**config.mk**
```make
export PLATFORM = sky130hd
export DESIGN_NAME = vga_data_ctrl
export DESIGN_NICKNAME = d
export VERILOG_FILES = /design/src/rtl/vga_data_ctrl.sv
export SDC_FILE = /design/constraint.sdc
export NUM_CORES = 1
export LEC_CHECK = 0
export CAP_MARGIN = 20
export CORE_MARGIN = 3
export CORE_UTILIZATION = 45
export CTS_CLUSTER_SIZE = 25
export DETAILED_ROUTE_END_ITERATION = 8
export GPL_TIMING_DRIVEN = 1
export PLACE_DENSITY = 0.94
export SLEW_MARGIN = 20
export SYNTH_ARGS = -nofsm -noshare
export SYNTH_HDL_FRONTEND = slang
export SYNTH_SLANG_ARGS = --single-unit
```
**constraint.sdc**
```tcl
create_clock -name clk -period 4.7 [get_ports clk]
set_clock_uncertainty 0.1 [all_clocks]
set_input_delay 0.705 -clock clk [delete_from_list [all_inputs] [get_ports clk]]
set_output_delay 0.705 -clock clk [all_outputs]
set_load 0.02 [all_outputs]
```
**src/rtl/vga_data_ctrl.sv**
```systemverilog
// Fetch engine between the VGA timing generator and the SRAM arbiter: turns requested
// word addresses into SRAM reads and buffers the returned word for the pixel serializer.
module vga_data_ctrl #(
    parameter int unsigned ADDR_W      = 32,
    parameter int unsigned DATA_W      = 32,
    parameter logic [1:0]  ST_ACTIVE   = 2'd2,
    parameter logic [1:0]  ST_PREFETCH = 2'd1
) (
    input  logic              clk,
    input  logic              nrst,
    input  logic [ADDR_W-1:0] VGA_request_address,
    input  logic [DATA_W-1:0] data_from_SRAM,
    input  logic [9:0]        h_count,
    input  logic [1:0]        VGA_state,
    input  logic              data_en,
    input  logic [3:0]        byte_select_in,
    output logic [3:0]        byte_select_out,
    output logic              read,
    output logic [DATA_W-1:0] data_to_VGA,
    output logic [ADDR_W-1:0] SRAM_address
);

    typedef enum logic [1:0] {StIdle, StFetch, StHold} state_e;

    state_e              state_q, state_d;
    logic                read_q, read_d;
    logic [ADDR_W-1:0]   addr_q, addr_d;
    logic [ADDR_W-1:0]   last_addr_q, last_addr_d;
    logic [3:0]          bsel_q, bsel_d;
    logic                valid_q, valid_d;
    logic [DATA_W-1:0]   buf_q, buf_d;

    logic fetch_region;
    logic line_clear;
    logic trigger;
    logic capture;

    always_comb begin
        fetch_region = (VGA_state == ST_PREFETCH) || (VGA_state == ST_ACTIVE);
        // Blanking or line start forces the next line's first word to be refetched.
        line_clear   = !fetch_region || (h_count == 10'd0);
        trigger      = fetch_region && (!valid_q || (VGA_request_address != last_addr_q));
        capture      = (state_q == StFetch) && data_en;

        state_d     = state_q;
        read_d      = read_q;
        addr_d      = addr_q;
        last_addr_d = last_addr_q;
        bsel_d      = bsel_q;
        valid_d     = valid_q;
        buf_d       = buf_q;

        if (line_clear) begin
            state_d = StIdle;
            read_d  = 1'b0;
            valid_d = 1'b0;
        end else begin
            if (capture) begin
                buf_d = data_from_SRAM;
            end
            // A new request outranks completion of the current one.
            if (trigger) begin
                state_d     = StFetch;
                read_d      = 1'b1;
                addr_d      = VGA_request_address;
                last_addr_d = VGA_request_address;
                bsel_d      = byte_select_in;
                valid_d     = 1'b1;
            end else if (capture) begin
                state_d = StHold;
                read_d  = 1'b0;
            end
        end
    end

    always_ff @(posedge clk or posedge nrst) begin
        if (nrst) begin
            state_q     <= StIdle;
            read_q      <= 1'b0;
            addr_q      <= '0;
            last_addr_q <= '0;
            bsel_q      <= '0;
            valid_q     <= 1'b0;
            buf_q       <= '0;
        end else begin
            state_q     <= state_d;
            read_q      <= read_d;
            addr_q      <= addr_d;
            last_addr_q <= last_addr_d;
            bsel_q      <= bsel_d;
            valid_q     <= valid_d;
            buf_q       <= buf_d;
        end
    end

    always_comb begin
        read            = read_q;
        SRAM_address    = addr_q;
        byte_select_out = bsel_q;
        data_to_VGA     = (VGA_state == ST_ACTIVE) ? buf_q : '0;
    end

endmodule

```
==> qor.csv <==
stage;metric;value;unit
critical_path;WP buf/inv;2;
cells_and_area;Layout Nets;488;
yosys;complex-gate fraction of the synthesized area;1.749;%
global_routing;gr ovfl total;0;
yosys;ys flop type;dfrtp_1;
critical_path;Worst path depth;4;
power;peak supply drop;0.2164;mV
global_routing;global-route wire length before repair;13690;um
timing;Worst Tran Pin Value;824.3;ps
timing;slew margin rel.;44.98;%
clocking;worst skew pair latency;330;ps
global_routing;met2 Track Usage GR;32.52;%
critical_path;crit-path max cell delay;680;ps
yosys;Cells after Synth;247;
power;Cell Pwr Density;395.5;mW/mm^2
yosys;top-count cell post-synth;dfrtp_1;
clocking;CTS clk-pin slew, worst paths;60;ps
flow_run;number of max-cap violations;0;
yosys;Synth Area in Simple Gates;10.97;%
yosys;adder-cell share of the synthesized area;0.3644;%
yosys;Post-synth ARST share;100.0;%
critical_path;Most common cell on crit path;clkdlybuf4s50_1;
yosys;Area contributors post-synth;dfrtp_1 52%, mux2_4 13%, mux2_2 12%;
clocking;Hold Buf Count CTS;0;
global_routing;vias in the first global route;2732;
timing;RSZ-0062 raised after global routing;no;
yosys;post-synth cell types;28;
yosys;number of synthesized flops with an enable pin;0;
yosys;Post-synth top cells;71 x dfrtp_1, 37 x mux2_2, 32 x and2_1;
yosys;share of the synthesized area in the top cell type;51.75;%
floorplanning;starting density of the core;46.83;%
timing;Pins Over Slew Limit;0;
critical_path;crit path launch type;primary input;
yosys;post-synthesis mux area share;25.26;%
clocking;CTS Root Cell;clkbuf_8;
yosys;Ys Warns;0;
floorplanning;row cnt;31;
floorplanning;IO Pins;152;
floorplanning;Core Region;0.007331;mm^2
critical_path;CP endpoint kind;output port;
timing;minimum clock period;3516;ps
routing;DR DRC count;0;
placement;gp weighted congestion;0.7360;
global_routing;total track usage;20.03;%
global_routing;largest net degree at the start of global routing;48;
clocking;H-tree levels;3;
cells_and_area;antenna cells;0;
critical_path;depth of the worst register-to-register path;6;
routing;Iteration-0 DRC Markers;57;
power;Pleak;0.002222;uW
clocking;# Post-CTS Setup Buffers;0;
routing;final WL;8343;um
global_routing;grt met1 use;24.80;%
cells_and_area;layout overhead on the synthesized area;55.17;%
yosys;Syn Nets;331;
clocking;Num CTS Buffers;9;
yosys;sequential cell area fraction in the yosys report;51.75;%
critical_path;CP top delay family;buffers and inverters;
clocking;CTS tree;yes;
clocking;post_cts resized;0;
yosys;Yosys top cell by area;dfrtp_1;
yosys;largest family of logic cells by synthesized area;multiplexers;
critical_path;CP Max Fanout;32;
floorplanning;die height;93.35;um
critical_path;Cell Chain, Critical Path;clkdlybuf4s50_1 -> ha_1 -> and2_1 -> clkdlybuf4s50_1;
run_status;status;complete, no violations;
timing;endpoints failing hold;0;
floorplanning;die area;0.008713;mm^2
critical_path;WP data required;3890;ps
cells_and_area;Fill cells;485;
placement;port bufs;151;
cells_and_area;multi-input logic area;0.001579;mm^2
yosys;Netlist Area Pre-Place;0.003433;mm^2
power;power after layout;2107;uW
cells_and_area;layout cells sized above 1;22.74;%
yosys;Avg Cell Area, Syn;13.90;um^2
global_routing;most used routing layer;met2;
timing;setup TNS;0;ps
timing;fmax;284.4;MHz
critical_path;WS Path Type;primary input to output port;
yosys;post-synthesis register bit count;71;
routing;via count;2510;
worst_hold_path;min-delay worst type;flop to flop;
worst_hold_path;WHS Path Cells;1;
critical_path;Slowest-stage cell, CP;ha_1;
global_routing;GR Util met3;6.758;%
critical_path;Worst EP arrival;2710;ps
routing;WL/cell;16.42;um
timing;Setup Viol. Count Final;0;
routing;drt via density;4.941;
yosys;XOR/XNOR share of the synthesized area;7.398;%
routing;Routed Antenna Nets;0;
placement;dpl hpwl;6302;um
floorplanning;die width;93.35;um
global_routing;initial antenna violation count;0;
clocking;clock sinks;71;
timing;Final Cycle Share;74.81;%
cells_and_area;FF/Latch Area;0.001777;mm^2
clocking;Clock Tree Buf Depth;2;
routing;First-pass DRT Iterations;4;
==> cell families (layout without fill, tap and decap cells) <==
logic type / count (synthesis) / after routing
fa+ha+maj: 1 / 1
xor+xnor: 29 / 29
flops: 71 / 71
simple gates: 57 / 57
buf+inv: 16 / 178
compound gates: 6 / 6
mux: 67 / 67
==> worst paths after layout <==
path                       slack (ps)               to       startpoint
max                              1180  data_to_VGA[23]     VGA_state[1]
min                               400        buf_q[24]        buf_q[24]
max reg2reg                      2200  last_addr_q[29]  last_addr_q[23]
min reg2reg                       400        buf_q[24]        buf_q[24]
max in group asynchronous        2950   last_addr_q[9]             nrst
min in group asynchronous         720         buf_q[4]             nrst
==> layout by cell type (no fill, tap or decap), drive strengths merged, types with 2 or more instances in the layout <==
cell / Yosys / routed
nand2: 4 / 4
buf: 6 / 4
inv: 7 / 6
bufinv: 0 / 4
mux2: 67 / 67
nand3: 3 / 3
and2: 32 / 32
nor4: 5 / 5
dfrtp: 71 / 71
clkbuf: 3 / 11
xnor2: 27 / 27
nor2: 4 / 4
clkdlybuf4s50: 0 / 151
nand4: 5 / 5
xor2: 2 / 2
==> routing by layer <==
metal / up-vias / routed length, um
met1: 1192 / 3440
li1: 1170 / -
met5: - / 0
met4: 0 / 98
met2: 137 / 3887
met3: 11 / 916
==> report_power, final <==
group | internal, uW | switching [uW] | leakage [uW]
Combinational | 367 | 254 | 0.00125
Sequential | 738 | 82.9 | 0.000837
Clock | 435 | 230 | 0.000136
==> area by class of cell <==
| type | instances | share of cell area (%) |
|---|---|---|
| sequential | 71 | 33.35 |
| multi-input combinational | 160 | 29.64 |
| timing repair buffer | 155 | 28.93 |
| clock buffer | 11 | 2.842 |
| clock inverter | 5 | 2.395 |
| tap | 99 | 2.325 |
| inverter | 7 | 0.5167 |
==> flip-flops by register name, indices dropped and copies added (netlist names) <==
register         cells
byte_select_out      4
valid_q              1
state_q              2
last_addr_q         32
buf_q               32
==> through the flow <==
step,area [um^2],util (%),setup slack [ps],hold slack (ps),std cells
after floorplan,3433,-,2098,372.1,247
after global placement,5047,68.85,1233,380.8,492
after detailed placement,5047,68.85,1169,388.2,492
after CTS,5326,72.66,1163,403.4,508
after global routing,5328,72.67,1034,414.9,508
final,5328,72.67,1184,397.5,508
(Power assumes the default switching activity.)
